===== src/rtl/sw_acc_mr_rsp_arbiter.sv =====
// -----------------------------------------------------------------------------
// sw_acc_mr_rsp_arbiter
//
// Merges the response packet streams of the MPT, MTT and ICM-mapping worker
// threads into a single response stream back to the CEU.
//
// Arbitration is round-robin at packet granularity. A source that wins keeps
// the output until its last beat has been accepted. Each packet costs exactly
// one decision cycle in IDLE, during which no beat is accepted. One registered
// output stage sits between the winning source and the CEU, so every beat
// accepted in cycle N appears on ceu_rsp_* in cycle N+1.
//
// Optional feature (macro SW_ACC_MR_RSP_CNT_EN):
//   Adds mpt_pkt_cnt / mtt_pkt_cnt / mapping_pkt_cnt, each counting the
//   completed packets (last beat accepted) of its source. The counters wrap
//   and are cleared by reset. Without the macro the ports and counters are
//   absent and the datapath and timing are unchanged.
//
// Ports
//   clk, rst                 clock, synchronous active-low reset (0 = reset)
//   mpt_rsp_*                MPT source: valid/head/last/data in, ready out
//   mtt_rsp_*                MTT source, same shape
//   mapping_rsp_*            ICM-mapping source, same shape
//   ceu_rsp_valid/head/last/data  registered merged stream to the CEU
//   ceu_rsp_ready            CEU accepts the beat on ceu_rsp_*
//   *_pkt_cnt                per-source packet counters (optional)
// -----------------------------------------------------------------------------
module sw_acc_mr_rsp_arbiter #(
  parameter int HEAD_WIDTH = 128,
  parameter int DATA_WIDTH = 256,
  parameter int CNT_WIDTH  = 32
) (
  input  logic                  clk,
  input  logic                  rst,

  input  logic                  mpt_rsp_valid,
  input  logic [HEAD_WIDTH-1:0] mpt_rsp_head,
  input  logic                  mpt_rsp_last,
  input  logic [DATA_WIDTH-1:0] mpt_rsp_data,
  output logic                  mpt_rsp_ready,

  input  logic                  mtt_rsp_valid,
  input  logic [HEAD_WIDTH-1:0] mtt_rsp_head,
  input  logic                  mtt_rsp_last,
  input  logic [DATA_WIDTH-1:0] mtt_rsp_data,
  output logic                  mtt_rsp_ready,

  input  logic                  mapping_rsp_valid,
  input  logic [HEAD_WIDTH-1:0] mapping_rsp_head,
  input  logic                  mapping_rsp_last,
  input  logic [DATA_WIDTH-1:0] mapping_rsp_data,
  output logic                  mapping_rsp_ready,

  output logic                  ceu_rsp_valid,
  output logic [HEAD_WIDTH-1:0] ceu_rsp_head,
  output logic                  ceu_rsp_last,
  output logic [DATA_WIDTH-1:0] ceu_rsp_data,
  input  logic                  ceu_rsp_ready
`ifdef SW_ACC_MR_RSP_CNT_EN
  ,
  output logic [CNT_WIDTH-1:0]  mpt_pkt_cnt,
  output logic [CNT_WIDTH-1:0]  mtt_pkt_cnt,
  output logic [CNT_WIDTH-1:0]  mapping_pkt_cnt
`endif
);

  typedef enum logic [1:0] {
    IDLE      = 2'd0,
    GRANT_MPT = 2'd1,
    GRANT_MTT = 2'd2,
    GRANT_MAP = 2'd3
  } state_t;

  // Source indices used by the round-robin pointer.
  localparam logic [1:0] SRC_MPT = 2'd0;
  localparam logic [1:0] SRC_MTT = 2'd1;
  localparam logic [1:0] SRC_MAP = 2'd2;

  state_t                state;
  state_t                state_nxt;
  logic [1:0]            rr;
  logic [1:0]            rr_nxt;

  logic [2:0]            req;
  logic [1:0]            winner;
  logic                  out_free;
  logic                  accept;
  logic                  sel_valid;
  logic                  sel_last;
  logic [HEAD_WIDTH-1:0] sel_head;
  logic [DATA_WIDTH-1:0] sel_data;

  // Pick the first requesting source, starting the search at the pointer and
  // wrapping MPT -> MTT -> MAP -> MPT. Only meaningful when req is non-zero.
  function automatic logic [1:0] rr_pick(input logic [2:0] r, input logic [1:0] ptr);
    logic [1:0] w;
    case (ptr)
      SRC_MTT: w = r[1] ? SRC_MTT : (r[2] ? SRC_MAP : SRC_MPT);
      SRC_MAP: w = r[2] ? SRC_MAP : (r[0] ? SRC_MPT : SRC_MTT);
      default: w = r[0] ? SRC_MPT : (r[1] ? SRC_MTT : SRC_MAP);
    endcase
    return w;
  endfunction

  // Pointer moves to the source just after the winner.
  function automatic logic [1:0] rr_after(input logic [1:0] w);
    logic [1:0] n;
    case (w)
      SRC_MPT: n = SRC_MTT;
      SRC_MTT: n = SRC_MAP;
      default: n = SRC_MPT;
    endcase
    return n;
  endfunction

  assign req      = {mapping_rsp_valid, mtt_rsp_valid, mpt_rsp_valid};
  assign winner   = rr_pick(req, rr);
  // The output stage can take a beat if it is empty or being drained now.
  assign out_free = !ceu_rsp_valid || ceu_rsp_ready;

  // State and round-robin pointer registers.
  always_ff @(posedge clk) begin
    if (!rst) begin
      state <= IDLE;
      rr    <= SRC_MPT;
    end else begin
      state <= state_nxt;
      rr    <= rr_nxt;
    end
  end

  // Next-state, per-source ready and granted-source mux.
  always_comb begin
    state_nxt         = state;
    rr_nxt            = rr;
    mpt_rsp_ready     = 1'b0;
    mtt_rsp_ready     = 1'b0;
    mapping_rsp_ready = 1'b0;
    sel_valid         = 1'b0;
    sel_last          = 1'b0;
    sel_head          = '0;
    sel_data          = '0;

    case (state)
      IDLE: begin
        // Decision cycle: nothing is accepted here.
        if (|req) begin
          rr_nxt = rr_after(winner);
          case (winner)
            SRC_MPT: state_nxt = GRANT_MPT;
            SRC_MTT: state_nxt = GRANT_MTT;
            default: state_nxt = GRANT_MAP;
          endcase
        end else begin
          state_nxt = IDLE;
        end
      end
      GRANT_MPT: begin
        mpt_rsp_ready = out_free;
        sel_valid     = mpt_rsp_valid;
        sel_last      = mpt_rsp_last;
        sel_head      = mpt_rsp_head;
        sel_data      = mpt_rsp_data;
      end
      GRANT_MTT: begin
        mtt_rsp_ready = out_free;
        sel_valid     = mtt_rsp_valid;
        sel_last      = mtt_rsp_last;
        sel_head      = mtt_rsp_head;
        sel_data      = mtt_rsp_data;
      end
      GRANT_MAP: begin
        mapping_rsp_ready = out_free;
        sel_valid         = mapping_rsp_valid;
        sel_last          = mapping_rsp_last;
        sel_head          = mapping_rsp_head;
        sel_data          = mapping_rsp_data;
      end
      default: begin
        state_nxt = IDLE;
      end
    endcase

    // Grant is released only once the final beat has actually been taken;
    // a valid gap from the granted source just produces bubbles.
    if ((state != IDLE) && sel_valid && out_free && sel_last) begin
      state_nxt = IDLE;
    end else begin
      state_nxt = state_nxt;
    end
  end

  assign accept = (state != IDLE) && sel_valid && out_free;

  // Registered output stage: load on accept, empty when drained with no refill.
  always_ff @(posedge clk) begin
    if (!rst) begin
      ceu_rsp_valid <= 1'b0;
      ceu_rsp_head  <= '0;
      ceu_rsp_last  <= 1'b0;
      ceu_rsp_data  <= '0;
    end else if (accept) begin
      ceu_rsp_valid <= 1'b1;
      ceu_rsp_head  <= sel_head;
      ceu_rsp_last  <= sel_last;
      ceu_rsp_data  <= sel_data;
    end else if (ceu_rsp_ready) begin
      ceu_rsp_valid <= 1'b0;
    end
  end

`ifdef SW_ACC_MR_RSP_CNT_EN
  logic pkt_done;
  assign pkt_done = accept && sel_last;

  // Completed-packet counters, one per source; natural wrap at full scale.
  always_ff @(posedge clk) begin
    if (!rst) begin
      mpt_pkt_cnt     <= '0;
      mtt_pkt_cnt     <= '0;
      mapping_pkt_cnt <= '0;
    end else if (pkt_done) begin
      case (state)
        GRANT_MPT: mpt_pkt_cnt     <= mpt_pkt_cnt + {{(CNT_WIDTH-1){1'b0}}, 1'b1};
        GRANT_MTT: mtt_pkt_cnt     <= mtt_pkt_cnt + {{(CNT_WIDTH-1){1'b0}}, 1'b1};
        GRANT_MAP: mapping_pkt_cnt <= mapping_pkt_cnt + {{(CNT_WIDTH-1){1'b0}}, 1'b1};
        default:   mpt_pkt_cnt     <= mpt_pkt_cnt;
      endcase
    end
  end
`endif

endmodule


===== config.mk =====
export PLATFORM = sky130hd
export DESIGN_NAME = sw_acc_mr_rsp_arbiter
export DESIGN_NICKNAME = d
export VERILOG_FILES = /design/src/rtl/sw_acc_mr_rsp_arbiter.sv
export SDC_FILE = /design/constraint.sdc
export NUM_CORES = 1
export LEC_CHECK = 0
export CAP_MARGIN = 0
export CORE_AREA = 4 4 598 600
export DETAILED_ROUTE_END_ITERATION = 7
export DIE_AREA = 0 0 602 604
export PLACE_DENSITY_LB_ADDON = 0.2
export SLEW_MARGIN = 20
export SYNTH_ARGS = -nofsm -noshare
export SYNTH_HDL_FRONTEND = slang
export SYNTH_SLANG_ARGS = --single-unit

===== constraint.sdc =====
create_clock -name clk -period 5.57 [get_ports clk]
set_clock_uncertainty 0.05 [all_clocks]
set_input_delay 1.114 -clock clk [delete_from_list [all_inputs] [get_ports clk]]
set_output_delay 1.114 -clock clk [all_outputs]
set_load 0.01 [all_outputs]

# Yosys cells after proc, flatten, opt, wreduce, memory -nomap -nowiden
# Cells that the tools add are included.
[word_totals]
ff_bits = 390
out_inout_bits = 389
in_bits = 1161
[op_classes]
reduce_logical = 12
n_eq_ne = 6
n_mux = 19
bitwise_logic = 1
[ops]
columns = ["operator", "n"]
rows = [
  ["256-bit one-hot mux with 3 select lines", 1],
  ["128-bit one-hot mux with 3 select lines", 1],
  ["2-bit two-way mux", 6],
  ["2-bit one-hot mux with 2 select lines", 3],
  ["2-bit by 1-bit == test with 1-bit output (second input constant)", 3],
  ["2-bit == test (second input constant)", 3],
  ["1-bit two-way mux", 6],
  ["1-bit one-hot mux with 3 select lines", 2],
  ["2-bit logical NOT", 2],
  ["2-bit nonzero test", 2],
  ["1-bit logical AND", 3],
  ["3-bit OR reduction", 1],
  ["2-bit AND reduction", 1],
  ["2-bit OR reduction", 1],
  ["1-bit logical NOT", 1],
  ["1-bit logical OR", 1],
  ["1-bit NOT", 1],
]

# Depth between registers and ports, before layout
# Gate-level depths: netlist (run 1).
[logic_depth]
depth_word = 6
depth_mapped = 8

# Worst setup path before layout (run 1)
# OpenSTA, ideal clock, no wires.
[synth_path]
kind = "input to output"
start = "in ceu_rsp_ready"
end = "out mapping_rsp_ready"
stages = 2
required_time_ns = 4.406
arrival_time_ns = 1.623
path_buffers = 0
slack_ns = 2.783
cell_sequence = "nor2b_1 > and3b_1"
[synth_between]
elab_chain_cells = 2
[synth_lines]
columns = ["item", "line_no", "rtl"]
rows = [
  ["from (decl)", "58", "input logic ceu_rsp_ready"],
  ["1-bit logical OR", "119", "assign out_free = !ceu_rsp_valid || ceu_rsp_ready;"],
  ["1-bit two-way mux", "144", "case (state)"],
  ["to (decl)", "52", "output logic mapping_rsp_ready,"],
]
# Every way passes these cells.

# Worst setup path after layout (run 1)
[layout_path]
start = "in ceu_rsp_ready"
end = "out mtt_rsp_ready"
[layout_between]
elab_chain_cells = 2
[layout_lines]
columns = ["item", "line_no", "rtl"]
rows = [
  ["1-bit logical OR", "119", ""],
  ["1-bit two-way mux", "144", ""],
  ["to (decl)", "46", "output logic mtt_rsp_ready,"],
]
# Every way passes these cells.

==> qor.yml, run 1 <==
post_cts_resized: 0
synth_area_um2: 21360
portBuffers: 1549
rsz0062_at_grt: "false"
cpMaxStageDelayCell: "clkdlybuf4s50_1"
synth_top_family_by_area: "compound AO/OA/AOI/OAI gates"
synth_compound_area_share_pct: 20.71
area_growth_pct: 109.2
synthTopCellsByCount: "dfxtp_1 (390), nand2_1 (308), nor2_1 (233), nor3b_1 (233), mux2_2 (232)"
start_util_pct: 6.067
yosysWarningCount: 0
syn-num-nets: 3537
cts_max_path_buffers: 4
viasPerCell: 3.108
vias: 26800
criticalPathCategory: "primary input to output pin"
setup_violations: 0
critPathArrivalTime_ns: 3.12
ys.flop_type: "dfxtp_1"
synth.most_common_cell: "dfxtp_1"
grt-ovfl-total: 0
timing.rr.start: "state[1]"
clock-sinks: 390
ff2ff_path_depth: 5
synth_top_area_share_pct: 36.54
synth_area_leader_cell: "dfxtp_1"
wl_um: 292800
rows: 218
core-area_um2: 352100
ys_seq_area_share_pct: 36.54
clkPwrFrac_pct: 21.2
synth_adder_area_share_pct: 0.1171
synth_seq_cells: 390
p_leak_nw: 13.94
post-place-ws_ns: 1.203
root_buffer: "clkbuf_16"
firstDrtPassIters: 5
max_stage_delay_ns: 0.66
hold_path.class: "flop to flop"
avgRoutedWirePerCell_um: 33.95
combPwrFrac_pct: 56.2
postSynthCellCount: 2374
relSlewSlack_pct: 32.25
seqPwrFrac_pct: 22.5
p_sw_mw: 9.325
holdPathEnd: "ceu_rsp_data[39]"
slew_violations: 0
die_x_um: 602
cts_hold_buf: 0
ir_drop_uv: 290.8
status: "finished clean"
clkTransAtPathRegs_ns: 0.05
multi_input_area_um2: 12490
finalWeightedCongestion: 0.9461
drc: 0
r2r_setup_slack_ns: 2.42
ys_types: 29
grt_pass1_wl_um: 352600
htreeDepth: 3
worstPathRequired_ns: 4.41
antenna_found_initial: 386
intPower_mw: 11.74
rr_endpoint: "ceu_rsp_data[237]"
ff_latch_area_um2: 7815
die_area_um2: 363600
track_usage_pct: 15.37
postLayoutCoreUtil_pct: 12.69
top_level_ports: 1550
tns_ns: 0
first_iter_violations: 1606
yosys-top-cells-area: "dfxtp_1 (37%), mux2_2 (12%), a221oi_1 (9.5%)"
switching_share_pct: 44.27
hold_violations: 0
synth_xor_area_share_pct: 0
cts_tree: "built"
dpl.hpwl_um: 253300
cp_max_fo: 6
hold_start: "ceu_rsp_data[39]"
period_needed_ns: 4.281
clk_latency_ns: 0.74
max_freq_ghz: 0.2336
grt_pass1_vias: 26460
cts_setup_buffers: 0
synth-edff-count: 0
numCtsBuffers: 72
fillers: 40150
min_path_cells: 2
worst_slack_ns: 1.289
grt_max_degree: 137
synth-simple-area-share_pct: 18.00
muxShareOfSynthArea_pct: 19.49
crit_path_cell_trace: "clkdlybuf4s50_1 > nor2b_1 > buf_4 > nor3b_2 > clkdlybuf4s50_1"
critPathLaunch: "ceu_rsp_ready"
drive_above_1_share_pct: 10.31
fin_crit_sh_pct: 76.87
syn_avg_cell_area_um2: 8.999
worstSetupStartpointType: "primary input"
async_reset_ff_share_pct: 0
cp-end-kind: "output pin"
antenna_left: 0
p_per_area_nw_per_um2: 471.3
die_h_um: 604
crit_top_cell: "clkdlybuf4s50_1"
worst_pin_slew_ns: 1.016
fin_nets: 4952
cap_violations: 0
==> final cells by class <==
cell class              instances  share of cell area, %
clock buffers                 102                  4.765
multi-input cells            1724                  27.95
clock inverters                16                 0.2156
diodes                         60                 0.3360
well taps                    4730                  13.24
repair buffers               1599                  35.99
flip-flops and latches        390                  17.49
inverters                       2                0.01680
==> worst max-delay path by stage <==
stage                        endpoint  slack, ns  cells after the start
finish                  mtt_rsp_ready       1.29                      5
global route            mtt_rsp_ready       1.30                      5
CTS                     mtt_rsp_ready       1.20                      5
detailed placement      mtt_rsp_ready       1.20                      5
global placement        mtt_rsp_ready       0.76                      5
floorplan           mapping_rsp_ready       2.78                      2
==> sequential cells by signal, indices dropped and copies added, names as in the netlist <==
register       count
rr                 2
state              2
ceu_rsp_valid      1
ceu_rsp_last       1
ceu_rsp_head     128
ceu_rsp_data     256
==> layout by cell type, fill, tap and decap left out, types with 2 or more instances in the layout <==
cell             instances
clkbuf_16               76
dfxtp_4                  2
clkbuf_1                13
inv_1                    2
clkinvlp_4               2
mux2_2                 232
clkbuf_8                13
mux2i_1                155
ha_1                     2
a221oi_1               231
clkdlybuf4s50_1       1548
clkinv_2                11
buf_4                   34
nor2_1                 233
dfxtp_1                388
a21oi_1                  4
and2_1                   2
nor3_1                   2
diode_2                 60
buf_12                  16
a21boi_0               154
and3b_1                  2
nand2_1                308
o211ai_1               153
nor3b_1                232
clkinv_4                 2
nor2b_1                  2
o21ai_0                  2
==> metrics by stage <==
step	hold WS, ns	instances	power (mW)	instance area [µm²]
final	0.4102	8623	21.06	44690
after global routing	0.4339	8591	22.43	44610
after CTS	0.4143	8563	21.76	44540
after detailed placement	0.4067	8445	17.00	42320
after global placement	0.4019	8445	16.99	42310
after floorplan	0.4376	2374	10.21	21360
==> routing by layer <==
metal  vias to the layer above  wire [µm]  global-route usage [%]
met5                         -       1863                       0
met4                       282       8095                   3.470
met3                       695      44200                   10.61
met2                      1552     137900                   25.80
met1                     12580     100700                   15.58
li1                      11690          -                       -
==> cells by family after synthesis <==
logic type,after synthesis
multiplexers,387
buffers and inverters,260
flip-flops,390
adder cells (fa/ha/maj),2
AND/OR/NAND/NOR,784
AO/OA/AOI/OAI,551
==> critical path, delay by kind of cell <==
kind / cells / cell delay [ns]
buffers and inverters: 3 / 1.36
AND/OR/NAND/NOR: 2 / 0.60
==> power groups by stage <==
stage                     clock network, mW  registers [mW]  logic, mW
after floorplan                           0            5.09       5.13
after global placement                    0            4.80       12.2
after detailed placement                  0            4.81       12.2
after CTS                              4.76            4.77       12.2
after global routing                   4.78            4.90       12.7
final                                  4.47            4.75       11.8
Note: power is estimated with default switching activity, not from simulation.
==> inputs of run 2 (changes only) <==
- CORE_AREA: 4 4 598 600 -> 4 4 597 599
- DIE_AREA: 0 0 602 604 -> 0 0 601 603
- clock period: 5.57 -> 3.7 ns (I/O delays scaled with it)
==> run 2 against run 1 <==
  * Sequential share of layout area decreased by 0.14 points
  * Clock power is 51% higher
  * Critical path depth is 1 lower
  * Via count up 1.7%
  * Utilization rose by 0.13 points
  * Critical endpoint is now mpt_rsp_ready
  * Final cell count is 0.64% lower
  * Largest cell class unchanged
  * Routed wire length up 2.6%
  * Cell area grew 0.81%
  * Hold slack got worse by 0.00072 ns
  * Sequential cell count did not move
==> qor.yml, run 2 (synthesis results as in run 1) <==
fin_crit_sh_pct: 94.83
clkTransAtPathRegs_ns: 0.05  # about the same
clock-sinks: 390  # unchanged
drc: 0  # unchanged
firstDrtPassIters: 7  # was 5
post-place-ws_ns: 0.3399  # was 1.203 ns
intPower_mw: 18.10  # was 11.74 mW
grt-ovfl-total: 0  # unchanged
avgRoutedWirePerCell_um: 35.05  # was 33.95 µm
criticalPathCategory: "flop to output pin"  # was primary input to output pin
largest-register: "ceu_rsp_data"  # unchanged
tns_ns: 0  # unchanged
worstSetupStartpointType: "flop"  # was primary input
hold_violations: 0  # unchanged
clkPwrFrac_pct: 21.0  # was 21.2%
hold_path.class: "flop to flop"  # unchanged
p_per_area_nw_per_um2: 713.7  # was 471.3 nW/µm²
wl_um: 300300  # was 292,800 µm
cts_hold_buf: 0  # unchanged
clk_latency_ns: 0.71  # was 0.74 ns
portBuffers: 1549  # unchanged
p_sw_mw: 14.05  # was 9.325 mW
cts_tree: "built"  # unchanged
drive_above_1_share_pct: 10.95  # was 10.31%
antenna_found_initial: 411  # was 386
numCtsBuffers: 71  # was 72
worst_slack_ns: 0.1914  # was 1.289 ns
fillers: 40040  # was 40.15k
cts_setup_buffers: 0  # unchanged
fin_nets: 4981  # was 4,952
die_x_um: 601  # was 602 µm
grt_pass1_wl_um: 361500  # was 352,600 µm
worstPathRequired_ns: 2.91  # was 4.41 ns
critPathLaunch: "state[0]"  # was ceu_rsp_ready
critPathArrivalTime_ns: 2.72  # was 3.12 ns
largest_reg_flops: 256  # unchanged
largest_registers: "ceu_rsp_data (256), ceu_rsp_head (128)"  # unchanged
area_growth_pct: 110.9  # was 109.2%
post_cts_resized: 0  # unchanged
rsz0062_at_grt: "false"  # unchanged
die_h_um: 603  # was 604 µm
combPwrFrac_pct: 56.8  # was 56.2%
cap_violations: 0  # unchanged
ir_drop_uv: 358.3  # was 290.8 µV
switching_share_pct: 43.70  # was 44.27%
root_buffer: "clkbuf_16"  # unchanged
relSlewSlack_pct: 39.87  # was 32.25%
max_freq_ghz: 0.2850
seqPwrFrac_pct: 22.1  # was 22.5%
setup_violations: 0  # unchanged
vias: 27260  # was 26.80k
period_needed_ns: 3.509
finalWeightedCongestion: 0.9350  # was 0.9461
cp-end-kind: "output pin"  # unchanged
final_cell_mix: "clkdlybuf4s50_1 (1,546), dfxtp_1 (388), nand2_1 (308), nor3b_1 (233), nor2_1 (233)"  # was clkdlybuf4s50_1 (1,548), dfxtp_1 (388), nand2_1 (308), nor2_1 (233)
viasPerCell: 3.181  # was 3.108
timing.rr.start: "state[0]"  # was state[1]
rows: 218  # unchanged
top_level_ports: 1550  # unchanged
hold_start: "ceu_rsp_data[28]"  # was ceu_rsp_data[39]
antenna_left: 0  # unchanged
worst_pin_slew_ns: 0.9020  # was 1.016 ns
grt_pass1_vias: 26890  # was 26.46k
start_util_pct: 6.081  # was 6.067%
slew_violations: 0  # unchanged
track_usage_pct: 15.82  # was 15.37%
cp_max_fo: 20  # was 6
core-area_um2: 351300  # was 352,100 µm²
status: "finished clean"  # unchanged
htreeDepth: 3  # unchanged
grt_max_degree: 121  # was 137
dpl.hpwl_um: 262200  # was 253,300 µm
p_leak_nw: 14.15  # was 13.94 nW
cts_max_path_buffers: 4  # unchanged
first_iter_violations: 1648  # was 1,606
die_area_um2: 362400  # was 363,600 µm²
mostFrequentLayoutCell: "clkdlybuf4s50_1"  # unchanged
==> run 2: cell count changes in the layout (fill, tap and decap cells not counted), moves of 2 or more <==
| cell | delta |
|---|---|
| clkinvlp_4 | +2 |
| bufinv_16 | +2 |
| buf_12 | +16 |
| clkbuf_1 | +4 |
| clkbuf_8 | +2 |
| clkinv_2 | -7 |
| clkdlybuf4s50_1 | -2 |
| diode_2 | +24 |
| buf_4 | +16 |
| clkbuf_16 | -3 |
==> run 2: path summary, 6_finish.rpt <==
| check | to | slack (ns) | depth (start not counted) |
|---|---|---|---|
| min | ceu_rsp_data[28] | 0.41 | 2 |
| min reg2reg | ceu_rsp_data[28] | 0.41 | 2 |
| max | mpt_rsp_ready | 0.19 | 4 |
| max reg2reg | ceu_rsp_data[116] | 0.94 | 6 |
==> run 2: cell type report <==
class / instances / area [µm²] / share of cell area (%)
inverters: 2 / 7.507 / 0.01666
diodes: 84 / 210.2 / 0.4666
well taps: 4620 / 5781 / 12.83
multi-input cells: 1724 / 12480 / 27.71
flip-flops and latches: 390 / 7815 / 17.35
clock inverters: 14 / 152.6 / 0.3388
repair buffers: 1629 / 16510 / 36.64
clock buffers: 105 / 2097 / 4.655
==> run 2: worst max-delay path, cell delays in order, from the launching register on <==
cell and delay (ns):
dfxtp_4 0.68, nor2b_4 0.25, nor2b_1 0.36, buf_4 0.18
clkdlybuf4s50_1 0.53
==> run 2: routing by layer <==
metal / vias up / share of wire [%] / GRT usage (%) / wire length, µm
li1: 11800 / - / - / -
met1: 12910 / 35 / 15.80 / 105500
met2: 1560 / 47 / 26.83 / 140400
met3: 716 / 15 / 11.21 / 43630
met4: 270 / 3.0 / 3.186 / 8939
met5: - / 0.59 / 0 / 1771
==> run 2: stage by stage <==
step | hold slack [ns] | instance area (µm²) | utilization, % | power (mW) | cells
after detailed placement | 0.4066 | 42590 | 12.12 | 25.97 | 8365
after floorplan | 0.4376 | 21360 | - | 15.38 | 2374
final | 0.4095 | 45050 | 12.82 | 32.15 | 8568
after global placement | 0.4006 | 42590 | 12.12 | 25.96 | 8365
after global routing | 0.4125 | 44900 | 12.78 | 34.13 | 8508
after CTS | 0.3398 | 44840 | 12.76 | 33.13 | 8484
==> run 2: power by group through the flow <==
stage / sequential, mW / clock (mW) / combinational, mW
after floorplan: 7.66 / 0 / 7.72
after global placement: 7.19 / 0 / 18.8
after detailed placement: 7.20 / 0 / 18.8
after CTS: 7.14 / 7.14 / 18.8
after global routing: 7.32 / 7.19 / 19.6
final: 7.11 / 6.77 / 18.3
==> inputs of run 3 (changes only) <==
- ABC_CLOCK_PERIOD_IN_PS: not set -> 3700
==> results of run 3 <==
Same layout as run 2: the final DEF is identical, and so are final timing and power.
